**config.mk**
```make
export PLATFORM = sky130hd
export DESIGN_NAME = rv32_alu_issue_flat
export DESIGN_NICKNAME = d
export VERILOG_FILES = /design/src/rtl/rv32_alu_issue_if.sv /design/src/rtl/rv32_alu_issue.sv /design/src/flat_wrapper.sv
export SDC_FILE = /design/constraint.sdc
export NUM_CORES = 1
export LEC_CHECK = 0
export BUFFER_PORTS_ARGS = -buffer_cell sky130_fd_sc_hd__clkbuf_2
export CORE_MARGIN = 2
export CORE_UTILIZATION = 48
export DETAILED_ROUTE_END_ITERATION = 10
export MAX_ROUTING_LAYER = met4
export PLACE_DENSITY = 0.86
export SLEW_MARGIN = 10
export SYNTH_ARGS = -nofsm -noshare
export SYNTH_HDL_FRONTEND = slang
export SYNTH_SLANG_ARGS = --single-unit
```
**constraint.sdc**
```tcl
create_clock -name i_clk -period 3.5 [get_ports i_clk]
set_input_delay 0.875 -clock i_clk [delete_from_list [all_inputs] [get_ports i_clk]]
set_output_delay 0.875 -clock i_clk [all_outputs]
set_load 0.1 [all_outputs]
```
**src/rtl/rv32_alu_issue_if.sv**
```systemverilog
// Bus bundle between the ALU issue sequencer, decode, the ALU FSM and writeback.
// Signal names are seen from the sequencer: i_* flows into it, o_* flows out of it.
interface rv32_alu_issue_if;
  // decode side
  logic        i_dec_valid;
  logic        o_dec_ready;
  logic [31:0] i_rs1_data;
  logic [31:0] i_rs2_data;
  logic [31:0] i_imm;
  logic        i_use_imm;
  logic [1:0]  i_alu_sel;
  logic [4:0]  i_rd_addr;
  // ALU side
  logic        o_en_alu;
  logic        o_alu_rst;
  logic [31:0] o_operand_one;
  logic [31:0] o_operand_two;
  logic [1:0]  o_alu_sel;
  logic        i_alu_data_valid;
  logic [31:0] i_alu_result;
  logic        i_alu_carry;
  // writeback side and status
  logic        o_wb_valid;
  logic        i_wb_ready;
  logic [31:0] o_wb_data;
  logic        o_wb_carry;
  logic [4:0]  o_wb_rd_addr;
  logic        o_timeout_err;
  logic        o_busy;

  // The sequencer itself.
  modport slave (
    input  i_dec_valid, i_rs1_data, i_rs2_data, i_imm, i_use_imm, i_alu_sel, i_rd_addr,
    input  i_alu_data_valid, i_alu_result, i_alu_carry, i_wb_ready,
    output o_dec_ready, o_en_alu, o_alu_rst, o_operand_one, o_operand_two, o_alu_sel,
    output o_wb_valid, o_wb_data, o_wb_carry, o_wb_rd_addr, o_timeout_err, o_busy
  );

  // Everything around the sequencer (decode, ALU, writeback).
  modport master (
    output i_dec_valid, i_rs1_data, i_rs2_data, i_imm, i_use_imm, i_alu_sel, i_rd_addr,
    output i_alu_data_valid, i_alu_result, i_alu_carry, i_wb_ready,
    input  o_dec_ready, o_en_alu, o_alu_rst, o_operand_one, o_operand_two, o_alu_sel,
    input  o_wb_valid, o_wb_data, o_wb_carry, o_wb_rd_addr, o_timeout_err, o_busy
  );
endinterface

```
**src/rtl/rv32_alu_issue.sv**
```systemverilog
// Issue sequencer in front of rv32_alu_fsm: latches one decoded op, holds the ALU
// operands while waiting (bounded) for its result, hands it to writeback, then resets the ALU.
module rv32_alu_issue #(
  parameter int unsigned TIMEOUT = 5
) (
  input logic              i_clk,
  input logic              i_rst,
  rv32_alu_issue_if.slave  bus
);

  localparam int unsigned CW = $clog2(TIMEOUT + 1);

  typedef enum logic [1:0] {
    S_IDLE    = 2'd0,
    S_ISSUE   = 2'd1,
    S_HOLD    = 2'd2,
    S_RECOVER = 2'd3
  } state_e;

  state_e        state_q, state_d;
  logic [31:0]   op1_q, op1_d;
  logic [31:0]   op2_q, op2_d;
  logic [1:0]    sel_q, sel_d;
  logic [4:0]    rd_q, rd_d;
  logic [CW-1:0] cnt_q, cnt_d;
  logic [CW-1:0] cnt_inc;
  logic [31:0]   wb_data_q, wb_data_d;
  logic          wb_carry_q, wb_carry_d;
  logic          err_q, err_d;

  // NOTE: state registers use non-blocking assignments so every flop samples the
  // pre-edge values; blocking here would make results depend on statement order.
  always_ff @(posedge i_clk) begin
    if (i_rst) begin
      state_q    <= S_IDLE;
      op1_q      <= '0;
      op2_q      <= '0;
      sel_q      <= '0;
      rd_q       <= '0;
      cnt_q      <= '0;
      wb_data_q  <= '0;
      wb_carry_q <= 1'b0;
      err_q      <= 1'b0;
    end else begin
      state_q    <= state_d;
      op1_q      <= op1_d;
      op2_q      <= op2_d;
      sel_q      <= sel_d;
      rd_q       <= rd_d;
      cnt_q      <= cnt_d;
      wb_data_q  <= wb_data_d;
      wb_carry_q <= wb_carry_d;
      err_q      <= err_d;
    end
  end

  assign cnt_inc = cnt_q + CW'(1);

  // NOTE: every variable gets its hold value first, so no path through the case
  // leaves a signal unassigned and no latch is inferred.
  always_comb begin
    state_d    = state_q;
    op1_d      = op1_q;
    op2_d      = op2_q;
    sel_d      = sel_q;
    rd_d       = rd_q;
    cnt_d      = cnt_q;
    wb_data_d  = wb_data_q;
    wb_carry_d = wb_carry_q;
    err_d      = err_q;

    unique case (state_q)
      S_IDLE: begin
        if (bus.i_dec_valid) begin
          op1_d   = bus.i_rs1_data;
          op2_d   = bus.i_use_imm ? bus.i_imm : bus.i_rs2_data;
          sel_d   = bus.i_alu_sel;
          rd_d    = bus.i_rd_addr;
          cnt_d   = '0;
          state_d = S_ISSUE;
        end
      end
      S_ISSUE: begin
        // A result arriving on the last allowed cycle beats the timeout.
        if (bus.i_alu_data_valid) begin
          wb_data_d  = bus.i_alu_result;
          wb_carry_d = bus.i_alu_carry;
          state_d    = (rd_q != 5'd0) ? S_HOLD : S_RECOVER;
        end else begin
          cnt_d = cnt_inc;
          if (cnt_inc == CW'(TIMEOUT)) begin
            err_d   = 1'b1;
            state_d = S_RECOVER;
          end
        end
      end
      S_HOLD: begin
        if (bus.i_wb_ready) state_d = S_RECOVER;
      end
      S_RECOVER: state_d = S_IDLE;
      default:   state_d = S_IDLE;
    endcase
  end

  // Ready depends only on registered state and reset, never on wb/ALU inputs.
  assign bus.o_dec_ready   = (state_q == S_IDLE) && !i_rst;
  assign bus.o_en_alu      = (state_q == S_ISSUE) || (state_q == S_HOLD);
  assign bus.o_alu_rst     = i_rst || (state_q == S_RECOVER);
  assign bus.o_operand_one = op1_q;
  assign bus.o_operand_two = op2_q;
  assign bus.o_alu_sel     = sel_q;
  assign bus.o_wb_valid    = (state_q == S_HOLD);
  assign bus.o_wb_data     = wb_data_q;
  assign bus.o_wb_carry    = wb_carry_q;
  assign bus.o_wb_rd_addr  = rd_q;
  assign bus.o_timeout_err = err_q;
  assign bus.o_busy        = (state_q != S_IDLE);

endmodule

```
**src/flat_wrapper.sv**
```systemverilog
// flat-port wrapper written by rule: the top's interface ports become plain ports
module rv32_alu_issue_flat 
#(
  parameter int unsigned TIMEOUT = 5
)
  (i_clk, i_rst, bus_i_dec_valid, bus_i_rs1_data, bus_i_rs2_data, bus_i_imm, bus_i_use_imm, bus_i_alu_sel, bus_i_rd_addr, bus_i_alu_data_valid, bus_i_alu_result, bus_i_alu_carry, bus_i_wb_ready, bus_o_dec_ready, bus_o_en_alu, bus_o_alu_rst, bus_o_operand_one, bus_o_operand_two, bus_o_alu_sel, bus_o_wb_valid, bus_o_wb_data, bus_o_wb_carry, bus_o_wb_rd_addr, bus_o_timeout_err, bus_o_busy);
  rv32_alu_issue_if bus_i ();
  input logic i_clk;
  input logic i_rst;
  input wire logic [$bits(bus_i.i_dec_valid)-1:0] bus_i_dec_valid;
  input wire logic [$bits(bus_i.i_rs1_data)-1:0] bus_i_rs1_data;
  input wire logic [$bits(bus_i.i_rs2_data)-1:0] bus_i_rs2_data;
  input wire logic [$bits(bus_i.i_imm)-1:0] bus_i_imm;
  input wire logic [$bits(bus_i.i_use_imm)-1:0] bus_i_use_imm;
  input wire logic [$bits(bus_i.i_alu_sel)-1:0] bus_i_alu_sel;
  input wire logic [$bits(bus_i.i_rd_addr)-1:0] bus_i_rd_addr;
  input wire logic [$bits(bus_i.i_alu_data_valid)-1:0] bus_i_alu_data_valid;
  input wire logic [$bits(bus_i.i_alu_result)-1:0] bus_i_alu_result;
  input wire logic [$bits(bus_i.i_alu_carry)-1:0] bus_i_alu_carry;
  input wire logic [$bits(bus_i.i_wb_ready)-1:0] bus_i_wb_ready;
  output wire logic [$bits(bus_i.o_dec_ready)-1:0] bus_o_dec_ready;
  output wire logic [$bits(bus_i.o_en_alu)-1:0] bus_o_en_alu;
  output wire logic [$bits(bus_i.o_alu_rst)-1:0] bus_o_alu_rst;
  output wire logic [$bits(bus_i.o_operand_one)-1:0] bus_o_operand_one;
  output wire logic [$bits(bus_i.o_operand_two)-1:0] bus_o_operand_two;
  output wire logic [$bits(bus_i.o_alu_sel)-1:0] bus_o_alu_sel;
  output wire logic [$bits(bus_i.o_wb_valid)-1:0] bus_o_wb_valid;
  output wire logic [$bits(bus_i.o_wb_data)-1:0] bus_o_wb_data;
  output wire logic [$bits(bus_i.o_wb_carry)-1:0] bus_o_wb_carry;
  output wire logic [$bits(bus_i.o_wb_rd_addr)-1:0] bus_o_wb_rd_addr;
  output wire logic [$bits(bus_i.o_timeout_err)-1:0] bus_o_timeout_err;
  output wire logic [$bits(bus_i.o_busy)-1:0] bus_o_busy;
  assign bus_i.i_dec_valid = bus_i_dec_valid;
  assign bus_i.i_rs1_data = bus_i_rs1_data;
  assign bus_i.i_rs2_data = bus_i_rs2_data;
  assign bus_i.i_imm = bus_i_imm;
  assign bus_i.i_use_imm = bus_i_use_imm;
  assign bus_i.i_alu_sel = bus_i_alu_sel;
  assign bus_i.i_rd_addr = bus_i_rd_addr;
  assign bus_i.i_alu_data_valid = bus_i_alu_data_valid;
  assign bus_i.i_alu_result = bus_i_alu_result;
  assign bus_i.i_alu_carry = bus_i_alu_carry;
  assign bus_i.i_wb_ready = bus_i_wb_ready;
  assign bus_o_dec_ready = bus_i.o_dec_ready;
  assign bus_o_en_alu = bus_i.o_en_alu;
  assign bus_o_alu_rst = bus_i.o_alu_rst;
  assign bus_o_operand_one = bus_i.o_operand_one;
  assign bus_o_operand_two = bus_i.o_operand_two;
  assign bus_o_alu_sel = bus_i.o_alu_sel;
  assign bus_o_wb_valid = bus_i.o_wb_valid;
  assign bus_o_wb_data = bus_i.o_wb_data;
  assign bus_o_wb_carry = bus_i.o_wb_carry;
  assign bus_o_wb_rd_addr = bus_i.o_wb_rd_addr;
  assign bus_o_timeout_err = bus_i.o_timeout_err;
  assign bus_o_busy = bus_i.o_busy;
  rv32_alu_issue #(.TIMEOUT(TIMEOUT)) u_core (.i_clk(i_clk), .i_rst(i_rst), .bus(bus_i));
endmodule
```
==> flow_metrics.py <==
metrics = {
    "run_status": {
        "status": "finished clean",
    },
    "critical_path": {
        "worst-path-max-fanout": 6,
        "crit_chain": "inv_1, ha_1, inv_1, nor2_1, clkbuf_2",
        "rr_startpoint": "u_core.state_q[0]",
        "crit_family": "buffers and inverters",
        "path_buf_inv": 3,
        "crit_start": "u_core.state_q[0]",
        "path_class": "flop to output pin",
        "cp_num_cells": 5,
        "cpMostUsedCell": "inv_1",
        "critPathMaxStageDelay_ns": 0.48,
        "start_kind": "flop",
        "rrSetupSlack_ns": 1.43,
        "crit_required_ns": 2.62,
        "r2r_cells": 6,
        "cp.arrival_ns": 1.87,
        "worstSetupEndpointType": "output pin",
        "slowest_stage": "clkbuf_2",
    },
    "hold_path": {
        "min_path_type": "flop to flop",
        "hold_start": "u_core.bus.o_wb_data[2]",
        "hold_path_depth": 2,
    },
    "global_route": {
        "grt_pass1_vias": 4310,
        "antenna_found_initial": 0,
        "grt_max_degree": 80,
        "track_usage": 0.231,
        "grt_overflow_total": 0,
        "grt_pass1_wl_um": 18200,
    },
    "power_and_ir_drop": {
        "total_power_mw": 5.43,
        "pwr_density_cell_mw_per_mm2": 916,
        "leakage_nw": 2.81,
        "vdd_ir_drop_max_mv": 0.448,
    },
    "yosys": {
        "async_reset_ff_frac": 0,
        "ys_seq_area_frac": 0.490,
        "yosysTopAreaCell": "dfxtp_1",
        "yosysTopAreaCellShare": 0.490,
        "synth_cell_types": 30,
        "synth.area.top_cells": "dfxtp_1, nand2_1, a211oi_2",
        "synth_top_flop_cell": "dfxtp_1",
        "synth-seq-cells": 110,
        "syn-cell-area_sq_mm": 0.00450,
        "syn_area_per_cell_sq_um": 8.72,
        "synthCells": 516,
        "synth-edff-count": 0,
        "yosys_warnings": 0,
        "syn_nets": 665,
    },
    "sta": {
        "finalCritPeriodShare": 0.786,
        "hold_viol": 0,
        "worst_pin_slew_ns": 1.09,
        "max_freq_mhz": 364,
        "slew_headroom": 0.271,
        "tns_ns": 0,
        "skew_ns": 0.0178,
        "final.min_clock_period_ns": 2.75,
        "setup_violations": 0,
        "rsz0062_at_grt": "no",
        "slew_viol_final": 0,
    },
    "detailed_routing": {
        "antenna_left": 0,
        "drt-total-wl_um": 11700,
        "avgViaCountPerCell": 5.03,
        "wire_per_inst_um": 13.6,
        "drt_iter0_markers": 146,
        "num_vias": 4322,
        "dr.pass1.iters": 4,
        "drc_errors": 0,
    },
    "clock_network": {
        "cts_tree": "built",
        "clkLatencyLatePin_ns": 0.37,
        "cts_buffer_depth": 2,
        "root_buffer": "clkbuf_8",
        "cts_resized": 0,
        "clk_pin_slew_ns": 0.10,
        "cts.sinks": 110,
        "htree_levels": 3,
        "cts_inserted_buffers": 9,
        "holdBufCountCts": 0,
        "cts_setup_buffers": 0,
    },
    "final_layout": {
        "area_delta_synth_final_pct": 31.7,
        "drive_above_1_share": 0.409,
        "final_cell_mix": "clkbuf_2, nand2_1, dfxtp_1",
        "final_core_util": 0.647,
        "nets": 893,
        "design_area_sq_mm": 0.00592,
        "diodes": 0,
        "mostFrequentLayoutCell": "clkbuf_2",
    },
    "placed_design": {
        "dp_hpwl_um": 8830,
        "port_buffers": 251,
        "placed_area_sq_mm": 0.00574,
        "gp_congestion": 0.802,
    },
    "die": {
        "die_w_um": 101,
        "ios": 252,
        "placementRows": 35,
        "core-area_sq_mm": 0.00915,
        "die-height_um": 101,
        "dieArea_sq_mm": 0.0102,
        "initial_utilization": 0.491,
    },
    "run": {
        "max_cap_violations": 0,
    },
}
## per-layer routing
layer,track usage,routed length (um)
met2,0.433,6130
met1,0.226,4400
met3,0.0534,875
met5,-,0
met4,0.0991,301
## registers in the layout, indices dropped and copies added (netlist names)
register / cells
u_core.bus.o_alu_sel: 2
u_core.bus.o_operand_one: 32
u_core.bus.o_operand_two: 32
u_core.bus.o_timeout_err: 1
u_core.bus.o_wb_carry: 1
u_core.bus.o_wb_data: 32
u_core.bus.o_wb_rd_addr: 5
u_core.cnt_q: 3
u_core.state_q: 2
## through the flow
step,hold WS (ns),instances,worst slack (ns)
2_1_floorplan,0.470,516,0.117
3_3_place_gp,0.441,844,0.982
3_5_place_dp,0.447,844,0.995
4_1_cts,0.461,860,0.728
5_1_grt,0.483,860,0.571
6_report,0.458,860,0.750
## worst min-delay path, stage by stage (launching register included)
cell,delay [ns]
dfxtp_1,0.32
nand2_1,0.05
a21oi_1,0.05
## area by class of cell
cell class              count  area (sq um)
inverters                   7          26.3
well taps                 111           139
clock buffers              11           141
clock inverters             5          42.5
fillers                   760          3230
repair buffers            256          1300
flip-flops and latches    110          2200
multi-input cells         360          2070
## power by group
group	internal, mW	leakage (nW)	switching, mW
Combinational	0.527	1.81	2.55
Clock	0.287	0.0905	0.429
Sequential	1.49	0.902	0.135
Total	2.31	2.81	3.12
## final timing paths
path,endpoint
min,u_core.bus.o_wb_data[2]
max,bus_o_dec_ready
max reg2reg,u_core.bus.o_operand_two[5]
min reg2reg,u_core.bus.o_wb_data[2]
## cell families (layout without fill, tap and decap cells)
| family | Yosys count | in the layout | share of synthesized area |
|---|---|---|---|
| flip-flops | 110 | 110 | 0.490 |
| AO/OA/AOI/OAI | 118 | 118 | 0.187 |
| multiplexers | 33 | 33 | 0.0734 |
| AND/OR/NAND/NOR | 201 | 201 | 0.179 |
| adder cells (fa/ha/maj) | 7 | 7 | 0.0195 |
| buffers and inverters | 46 | 279 | 0.0498 |
| XOR/XNOR | 1 | 1 | 0.00195 |
## synth_stat cells (all sizes together), types with 3 or more instances
cell type	n
nor3	3
buf	26
o21ai	4
dfxtp	110
inv	7
mux2i	33
a21oi	77
a211oi	33
nand2b	5
nor2	35
clkbuf	13
nand2	149
ha	7
and2	4
Power figures use the tool's default switching activity.
